$ cat src/rtl/multicycle_control_pkg.sv
// Shared constants for the multicycle MIPS control path.
// Contents: opcodes, 4-bit state codes, ALU/mux select encodings, the packed
// control word passed from the output decoder to the top, and an opcode
// legality helper used by the decoder.
package multicycle_control_pkg;

    // Opcodes, IR[31:26]
    localparam logic [5:0] OP_RTYPE = 6'h00;
    localparam logic [5:0] OP_LW    = 6'h23;
    localparam logic [5:0] OP_SW    = 6'h2B;
    localparam logic [5:0] OP_BEQ   = 6'h04;
    localparam logic [5:0] OP_J     = 6'h02;
    localparam logic [5:0] OP_ADDI  = 6'h08;

    typedef enum logic [3:0] {
        S_RESET     = 4'd0,
        S_FETCH     = 4'd1,
        S_DECODE    = 4'd2,
        S_MEM_ADDR  = 4'd3,
        S_MEM_READ  = 4'd4,
        S_MEM_WB    = 4'd5,
        S_MEM_WRITE = 4'd6,
        S_EXECUTE   = 4'd7,
        S_R_WB      = 4'd8,
        S_BRANCH    = 4'd9,
        S_JUMP      = 4'd10,
        S_ADDI_EX   = 4'd11,
        S_ADDI_WB   = 4'd12
    } state_t;

    // alu_op to alu_control
    localparam logic [1:0] ALU_ADD   = 2'b00;
    localparam logic [1:0] ALU_SUB   = 2'b01;
    localparam logic [1:0] ALU_FUNCT = 2'b10;

    // ALU B operand select
    localparam logic [1:0] SRCB_B       = 2'b00;
    localparam logic [1:0] SRCB_FOUR    = 2'b01;
    localparam logic [1:0] SRCB_IMM     = 2'b10;
    localparam logic [1:0] SRCB_IMM_SL2 = 2'b11;

    // PC input select
    localparam logic [1:0] PCSRC_ALU    = 2'b00;
    localparam logic [1:0] PCSRC_ALUOUT = 2'b01;
    localparam logic [1:0] PCSRC_JUMP   = 2'b10;

    typedef struct packed {
        logic       pc_write;
        logic       pc_write_cond;
        logic       i_or_d;
        logic       mem_read;
        logic       mem_write;
        logic       ir_write;
        logic       mem_to_reg;
        logic       reg_dst;
        logic       reg_write;
        logic       alu_src_a;
        logic [1:0] alu_src_b;
        logic [1:0] alu_op;
        logic [1:0] pc_source;
        logic       retire;
        logic       illegal_op;
    } ctrl_t;

    function automatic logic is_supported_op(input logic [5:0] op);
        case (op)
            OP_RTYPE, OP_LW, OP_SW, OP_BEQ, OP_J, OP_ADDI: return 1'b1;
            default:                                       return 1'b0;
        endcase
    endfunction

endpackage

$ cat src/rtl/multicycle_control_mc_output_decode.sv
// Combinational control-word decoder for the multicycle control FSM.
// Ports:
//   i_state     - current FSM state
//   i_mem_ready - memory handshake (FETCH/MEM_WRITE use it Mealy-style)
//   i_instr_op  - IR opcode, used in DECODE to flag unsupported opcodes
//   o_ctrl      - full control word; every field is 0 unless set below
module mc_output_decode
    import multicycle_control_pkg::*;
(
    input  state_t     i_state,
    input  logic       i_mem_ready,
    input  logic [5:0] i_instr_op,
    output ctrl_t      o_ctrl
);

    always_comb begin
        o_ctrl = '0;
        case (i_state)
            S_FETCH: begin
                // PC+4 computed in parallel with the instruction read; IR and
                // PC only commit on the cycle memory actually returns data.
                o_ctrl.mem_read  = 1'b1;
                o_ctrl.alu_src_b = SRCB_FOUR;
                o_ctrl.alu_op    = ALU_ADD;
                o_ctrl.pc_source = PCSRC_ALU;
                o_ctrl.ir_write  = i_mem_ready;
                o_ctrl.pc_write  = i_mem_ready;
            end
            S_DECODE: begin
                // Speculative branch target into ALUOut.
                o_ctrl.alu_src_b = SRCB_IMM_SL2;
                o_ctrl.alu_op    = ALU_ADD;
                if (!is_supported_op(i_instr_op)) begin
                    o_ctrl.illegal_op = 1'b1;
                    o_ctrl.retire     = 1'b1;
                end
            end
            S_MEM_ADDR, S_ADDI_EX: begin
                o_ctrl.alu_src_a = 1'b1;
                o_ctrl.alu_src_b = SRCB_IMM;
                o_ctrl.alu_op    = ALU_ADD;
            end
            S_MEM_READ: begin
                o_ctrl.mem_read = 1'b1;
                o_ctrl.i_or_d   = 1'b1;
            end
            S_MEM_WB: begin
                o_ctrl.reg_write  = 1'b1;
                o_ctrl.mem_to_reg = 1'b1;
                o_ctrl.retire     = 1'b1;
            end
            S_MEM_WRITE: begin
                o_ctrl.mem_write = 1'b1;
                o_ctrl.i_or_d    = 1'b1;
                o_ctrl.retire    = i_mem_ready;
            end
            S_EXECUTE: begin
                o_ctrl.alu_src_a = 1'b1;
                o_ctrl.alu_src_b = SRCB_B;
                o_ctrl.alu_op    = ALU_FUNCT;
            end
            S_R_WB: begin
                o_ctrl.reg_write = 1'b1;
                o_ctrl.reg_dst   = 1'b1;
                o_ctrl.retire    = 1'b1;
            end
            S_BRANCH: begin
                o_ctrl.alu_src_a     = 1'b1;
                o_ctrl.alu_src_b     = SRCB_B;
                o_ctrl.alu_op        = ALU_SUB;
                o_ctrl.pc_write_cond = 1'b1;
                o_ctrl.pc_source     = PCSRC_ALUOUT;
                o_ctrl.retire        = 1'b1;
            end
            S_JUMP: begin
                o_ctrl.pc_write  = 1'b1;
                o_ctrl.pc_source = PCSRC_JUMP;
                o_ctrl.retire    = 1'b1;
            end
            S_ADDI_WB: begin
                o_ctrl.reg_write = 1'b1;
                o_ctrl.retire    = 1'b1;
            end
            default: ; // RESET and unused codes drive nothing
        endcase
    end

endmodule

$ cat src/rtl/multicycle_control.sv
// Multicycle MIPS control FSM: state register, next-state logic and the
// retired-instruction counter. The control word itself comes from
// mc_output_decode.
// Ports:
//   clk, rst        - rising-edge clock, asynchronous active-low reset
//   instr_op        - IR opcode (valid from DECODE onward)
//   mem_ready       - memory completes current access this cycle
//   pc_write .. pc_source - datapath enables and mux selects
//   state_out       - current state code (debug)
//   retire          - pulse in the last cycle of each instruction
//   illegal_op      - pulse in DECODE for an unsupported opcode
//   instr_count     - retired-instruction count, wraps
module multicycle_control
    import multicycle_control_pkg::*;
#(
    parameter int WORD_SIZE = 32
) (
    input  logic                 clk,
    input  logic                 rst,
    input  logic [5:0]           instr_op,
    input  logic                 mem_ready,
    output logic                 pc_write,
    output logic                 pc_write_cond,
    output logic                 i_or_d,
    output logic                 mem_read,
    output logic                 mem_write,
    output logic                 ir_write,
    output logic                 mem_to_reg,
    output logic                 reg_dst,
    output logic                 reg_write,
    output logic                 alu_src_a,
    output logic [1:0]           alu_src_b,
    output logic [1:0]           alu_op,
    output logic [1:0]           pc_source,
    output logic [3:0]           state_out,
    output logic                 retire,
    output logic                 illegal_op,
    output logic [WORD_SIZE-1:0] instr_count
);

    state_t               r_state;
    state_t               w_next_state;
    ctrl_t                w_ctrl;
    logic [WORD_SIZE-1:0] r_instr_count;

    // Reset drops the state straight to RESET, whose control word is all
    // zero, so an in-flight instruction is abandoned with no write.
    always_ff @(posedge clk or negedge rst) begin
        if (!rst) r_state <= S_RESET;
        else      r_state <= w_next_state;
    end

    always_comb begin
        w_next_state = S_FETCH;
        case (r_state)
            S_RESET:     w_next_state = S_FETCH;
            S_FETCH:     w_next_state = mem_ready ? S_DECODE : S_FETCH;
            S_DECODE: begin
                case (instr_op)
                    OP_RTYPE:     w_next_state = S_EXECUTE;
                    OP_LW, OP_SW: w_next_state = S_MEM_ADDR;
                    OP_BEQ:       w_next_state = S_BRANCH;
                    OP_J:         w_next_state = S_JUMP;
                    OP_ADDI:      w_next_state = S_ADDI_EX;
                    default:      w_next_state = S_FETCH; // illegal: NOP
                endcase
            end
            S_MEM_ADDR:  w_next_state = (instr_op == OP_SW) ? S_MEM_WRITE : S_MEM_READ;
            S_MEM_READ:  w_next_state = mem_ready ? S_MEM_WB : S_MEM_READ;
            S_MEM_WRITE: w_next_state = mem_ready ? S_FETCH : S_MEM_WRITE;
            S_EXECUTE:   w_next_state = S_R_WB;
            S_ADDI_EX:   w_next_state = S_ADDI_WB;
            default:     w_next_state = S_FETCH; // writeback/branch/jump and codes 13-15
        endcase
    end

    mc_output_decode u_decode (
        .i_state     (r_state),
        .i_mem_ready (mem_ready),
        .i_instr_op  (instr_op),
        .o_ctrl      (w_ctrl)
    );

    always_ff @(posedge clk or negedge rst) begin
        if (!rst)               r_instr_count <= '0;
        else if (w_ctrl.retire) r_instr_count <= r_instr_count + {{(WORD_SIZE-1){1'b0}}, 1'b1};
    end

    assign pc_write      = w_ctrl.pc_write;
    assign pc_write_cond = w_ctrl.pc_write_cond;
    assign i_or_d        = w_ctrl.i_or_d;
    assign mem_read      = w_ctrl.mem_read;
    assign mem_write     = w_ctrl.mem_write;
    assign ir_write      = w_ctrl.ir_write;
    assign mem_to_reg    = w_ctrl.mem_to_reg;
    assign reg_dst       = w_ctrl.reg_dst;
    assign reg_write     = w_ctrl.reg_write;
    assign alu_src_a     = w_ctrl.alu_src_a;
    assign alu_src_b     = w_ctrl.alu_src_b;
    assign alu_op        = w_ctrl.alu_op;
    assign pc_source     = w_ctrl.pc_source;
    assign retire        = w_ctrl.retire;
    assign illegal_op    = w_ctrl.illegal_op;
    assign state_out     = r_state;
    assign instr_count   = r_instr_count;

endmodule

$ cat config.mk
export PLATFORM = sky130hd
export DESIGN_NAME = multicycle_control
export DESIGN_NICKNAME = d
export VERILOG_FILES = /design/src/rtl/multicycle_control_pkg.sv /design/src/rtl/multicycle_control_mc_output_decode.sv /design/src/rtl/multicycle_control.sv
export SDC_FILE = /design/constraint.sdc
export NUM_CORES = 1
export LEC_CHECK = 0
export BUFFER_PORTS_ARGS = -buffer_cell sky130_fd_sc_hd__buf_2
export CAP_MARGIN = 20
export CORE_MARGIN = 2
export CORE_UTILIZATION = 45
export CTS_CLUSTER_DIAMETER = 100
export DETAILED_ROUTE_END_ITERATION = 8
export GPL_ROUTABILITY_DRIVEN = 0
export GPL_TIMING_DRIVEN = 0
export HOLD_SLACK_MARGIN = 0.08
export PLACE_DENSITY_LB_ADDON = 0.1
export SETUP_SLACK_MARGIN = 0.4
export SYNTH_ARGS = -nofsm -noshare
export SYNTH_HDL_FRONTEND = slang
export SYNTH_SLANG_ARGS = --single-unit
$ cat constraint.sdc
create_clock -name clk -period 4.2 [get_ports clk]
set_input_delay 0.21 -clock clk [delete_from_list [all_inputs] [get_ports clk]]
set_output_delay 0.21 -clock clk [all_outputs]
set_load 0.01 [all_outputs]
# Yosys cells after proc, flatten, opt, wreduce, memory -nomap -nowiden
# Cells that the tools add are included.
[totals]
input_bits = 9
reg_bits = 36
[classes]
addsub = 1
mux = 23
n_reduce_logical = 9
eq_ne = 17
[op_table]
columns = ["op", "n"]
rows = [
  ["4-bit one-hot mux with 5 select lines", 2],
  ["32-bit by 1-bit adder with 32-bit output, second input constant", 1],
  ["4-bit one-hot mux with 7 select lines", 1],
  ["4-bit equality test, second input constant", 5],
  ["4-bit by 3-bit equality test with 1-bit output, second input constant", 4],
  ["1-bit 2-to-1 mux", 13],
  ["6-bit equality test, second input constant", 2],
  ["4-bit by 2-bit equality test with 1-bit output, second input constant", 2],
  ["2-bit OR reduction", 4],
  ["6-bit by 2-bit equality test with 1-bit output, second input constant", 1],
  ["6-bit by 3-bit equality test with 1-bit output, second input constant", 1],
  ["6-bit by 4-bit equality test with 1-bit output, second input constant", 1],
  ["6-bit logical NOT", 1],
  ["2-bit 2-to-1 mux", 3],
  ["6-bit OR reduction", 1],
  ["5-bit OR reduction", 1],
  ["4-bit by 1-bit equality test with 1-bit output, second input constant", 1],
  ["2-bit one-hot mux with 2 select lines", 1],
  ["4-bit OR reduction", 1],
  ["3-bit 2-to-1 mux", 1],
  ["1-bit one-hot mux with 3 select lines", 1],
  ["3-bit OR reduction", 1],
  ["1-bit one-hot mux with 2 select lines", 1],
]

# Logic depth before layout (Yosys ltp)
[depth]
depth_word = 6
depth_mapped = 8
ltp_nobuf = 6

# Hierarchy
# A second synthesis with hierarchy kept.
[unflattened]
hier_cells = 210
hier_area_um2 = 2133.3
[modules_own_cells]
columns = ["module", "cells_per_inst", "n_inst", "area_per_inst_um2", "seq_area_each_um2"]
rows = [
  ["multicycle_control", 170, 1, 1829.3, 900.9],
  ["mc_output_decode", 40, 1, 304.0, 0.0],
]

# Least setup slack after synthesis
# Ideal clock, no wire load.
[synth_path]
path_type = "reg-to-reg"
start = "reg r_state[2] (netlist: state_out[2])"
end = "reg r_instr_count[13] (netlist: instr_count[13])"
required_ns = 4.121
setup_time_ns = 0.079
stages_incl_launch_ff = 8
arrival_time_ns = 1.740
path_slack_ns = 2.381
synth_period_minus_slack_ns = 1.819
n_path_buf = 2
cell_sequence = "dfrtp_1 > buf_2 > nor2_1 > nand2_1 > o221a_4 > buf_6 > nor4_1 > xor2_1"
[synth_between]
elab_chain_len = 3
elab_cells_between_ends = 9
classes_between = "eq/ne (7); mux (1); reduce/logical (1)"
[synth_rtl]
columns = ["element", "line", "source"]
rows = [
  ["start, declared", "multicycle_control.sv:41", "state_t r_state;"],
  ["start signal, assigned", "multicycle_control.sv:50", "else r_state <= w_next_state;"],
  ["4-bit by 3-bit equality test with 1-bit output / 4-bit equality test (equally long branches)", "multicycle_control_mc_output_decode.sv:18", "case (i_state)"],
  ["5-bit OR reduction (no source line)", "--", ""],
  ["1-bit one-hot mux with 3 select lines (*)", "multicycle_control_mc_output_decode.sv:18", ""],
  ["end signal, assigned", "multicycle_control.sv:86", "else if (w_ctrl.retire) r_instr_count <= r_instr_count + {{(WORD_SIZE-1){1'b0}}, 1'b1};"],
  ["end, declared", "multicycle_control.sv:44", "logic [WORD_SIZE-1:0] r_instr_count;"],
]
# Mark *: on every way between the ends. The rest lies on a longest branch, timed or not.
# A chain may end at the register's enable or synchronous reset.

# Final worst setup path
[layout_path]
start = "reg r_state[0] (netlist: state_out[0])"
end = "out pc_write"
[layout_between]
elab_chain_len = 2
elab_cells_between_ends = 3
classes_between = "eq/ne (2); mux (1)"
[layout_rtl]
columns = ["element", "line", "source"]
rows = [
  ["4-bit equality test / 4-bit by 1-bit equality test with 1-bit output (equally long branches)", "multicycle_control_mc_output_decode.sv:18", ""],
  ["1-bit one-hot mux with 2 select lines (*)", "multicycle_control_mc_output_decode.sv:18", ""],
  ["end, declared", "multicycle_control.sv:22", "output logic pc_write,"],
]
# Marked as above.

==> results.yml <==
floorplanning:
  num_rows: 24
  die_h_um: 71.2
  die_w_um: 71.2
  die_area_um2: 5070
  core_um2: 4350
  pin_count: 63
  initial_utilization_pct: 46.7
clocking:
  clk_path_buf_depth: 2
  postCtsSetupRepairBufs: 0
  htree_levels: 2
  clock_latency_ps: 280
  clk_pin_slew_ps: 70
  root_buffer: "clkbuf_8"
  tritoncts: "yes"
  cts_made_buffers: 5
  cts_sinks: 36
cells_and_area:
  layout_commonest_cell: "buf_2"
  fillers: 404
  syn_to_final_growth_pct: 22.5
  final_cell_mix: "63 x buf_2, 36 x dfrtp_1, 21 x nor2_1"
  final_net_count: 296
  drive_above_1_share_pct: 28.3
  antenna_cells: 0
timing:
  final-max-slew-violation-count: 0
  tightest_slew_ps: 789
  fin_setup_tns_ps: 0
  hold_viol_final: 0
  max_freq_mhz: 475
  maxSlewHeadroom_pct: 47.4
  setup_viol_count_final: 0
  skew_ps: 3.77
  period_share_pct: 50.2
  rsz0062_at_grt: "no"
  period_minus_slack_ps: 2110
  finalWorstSetupSlack_ps: 2090
logic_synthesis:
  ys_ff_latch: 36
  synth_area_um2: 2030
  synth.distinct_cells: 41
  synth_top_area_share_pct: 44.3
  yosys.area.top_type: "dfrtp_1"
  yosys_warnings: 0
  syn_area_per_cell_um2: 9.37
  seq_area_frac_synth_pct: 44.3
  syn_nets: 227
  synth.area.top_cells: "dfrtp_1 44%, xor2_1 7.8%, xnor2_1 6.5%"
  syn_inst: 217
worst_setup_path:
  max_stage_delay_ps: 450
  cp.arrival_ps: 1900
  cp_max_fo: 10
  critPathKind: "flop to output pin"
  slowest_stage: "dfrtp_1"
  cp-end-kind: "output pin"
  startpoint_type: "flop"
  worstPathCellList: "clkbuf_1 > inv_1 > nand2_1 > nor2_1 > or2_2 > buf_2"
  worstPathRequired_ps: 3990
route:
  routed_via_density: 5.30
  routed_wl_um: 4500
  dr.first_iter.drc_count: 51
  drt_pass1_iterations: 4
  vias: 1791
  remaining_drc_errors: 0
  wl_per_cell_um: 13.3
  drtAntennaViolNets: 0
status:
  status: "complete, no violations"
power:
  leakagePower_nw: 1.07
  ir_worst_vdd_v: 0.000264
  power_density_nw_per_um2: 468
place:
  place_ws_ps: 2110
  place_hpwl_um: 3250
  portBuffers: 61
global_routing:
  grt_max_degree: 37
  grt_overflow: 0
  gr-usage-all-layers_pct: 17.8
  antenna_found_initial: 0
  grt_pass1_vias: 1636
  grt_pass1_wl_um: 7310
run:
  maxCapViolations: 0
worst_hold_path:
  hp-class: "input port to flop"
final timing paths:
| kind | start | endpoint | slack [ps] | cells past startpoint |
|---|---|---|---|---|
| max | state_out[0] | pc_write | 2090 | 6 |
| min reg2reg | instr_count[31] | instr_count[31] | 460 | 1 |
| max in group asynchronous | rst | state_out[3] | 3150 | 2 |
| min | mem_ready | state_out[2] | 300 | 4 |
| max reg2reg | instr_count[2] | instr_count[31] | 2130 | 5 |
| min in group asynchronous | rst | instr_count[20] | 550 | 2 |
Yosys cell counts:
library cell and count:
xnor2_1 15, o21ai_0 5, and4_1 2, or2_2 1, or4_4 1, a21oi_1 6
nor2_1 21, nand3_1 18, xor2_1 18, ha_1 1, o22ai_1 2, and2b_1 1
o221a_4 1, inv_2 1, a211oi_1 1, buf_2 2, nor3_1 13, nor3b_1 1
clkbuf_1 4, o21a_1 1, nor4b_1 2, a31oi_1 2, inv_1 6, nor2b_1 2
nor4_1 6, nor3_2 1, and2_1 2, nand4b_1 1, a31oi_4 1, nand4_1 9
nand2b_1 3, dfrtp_1 36, nand2_1 18, nor4b_2 1, buf_6 3, and3_1 2
o221ai_1 1, a2111o_1 1, buf_4 2, or3_1 2, a211o_1 1
per-layer routing:
metal	global-route usage, %	routed length [µm]
met1	24.4	2190
met4	6.50	67
met2	28.5	2040
met3	2.95	210
met5	0	0
logic make-up (layout without fill, tap and decap cells):
family | after synthesis | count (layout) | synth area share [%]
simple gates | 107 | 107 | 27.8
flops | 36 | 36 | 44.3
xor+xnor | 33 | 33 | 14.2
compound gates | 22 | 22 | 8.12
buf+inv | 18 | 87 | 4.92
fa+ha+maj | 1 | 1 | 0.615
stage by stage:
| step | area, µm² | hold slack (ps) | total power [mW] | util (%) | cells |
|---|---|---|---|---|---|
| after floorplan | 2030 | -85.6 | 0.776 | - | 217 |
| after global routing | 2490 | 305 | 1.25 | 57.2 | 338 |
| after detailed placement | 2400 | 342 | 0.947 | 55.2 | 330 |
| after CTS | 2490 | 293 | 1.18 | 57.2 | 338 |
| final | 2490 | 303 | 1.17 | 57.2 | 338 |
| after global placement | 2400 | 339 | 0.948 | 55.2 | 330 |
what timing repair did:
action,in CTS,in global routing
setup endpoints to repair,0,0
hold endpoints to repair,36,0
resized for setup,0,0
hold buffers,1,0
registers in the layout, indices dropped and copies added, names as in the netlist:
signal       flops
instr_count     32
state_out        4
power by group:
| part | switching (mW) | total (mW) | internal, mW |
|---|---|---|---|
| registers | 0.0462 | 0.430 | 0.384 |
| logic | 0.311 | 0.513 | 0.203 |
| clock network | 0.111 | 0.224 | 0.113 |
| total | 0.468 | 1.17 | 0.699 |
worst max-delay path, delay by kind of cell (launching register included):
family | cells | cell delay, ps
buf+inv | 3 | 690
simple gates | 3 | 480
flops | 1 | 450
area by class of cell:
type | instances | area [µm²] | area share, %
inverters | 7 | 26.3 | 1.05
flip-flops and latches | 36 | 901 | 36.2
multi-input cells | 163 | 1030 | 41.4
clock buffers | 6 | 72.6 | 2.91
repair buffers | 62 | 315 | 12.7
plain buffers | 11 | 73.8 | 2.96
clock inverters | 1 | 5.00 | 0.201
well taps | 52 | 65.1 | 2.61
No activity file was read; power rests on OpenSTA's default activity.
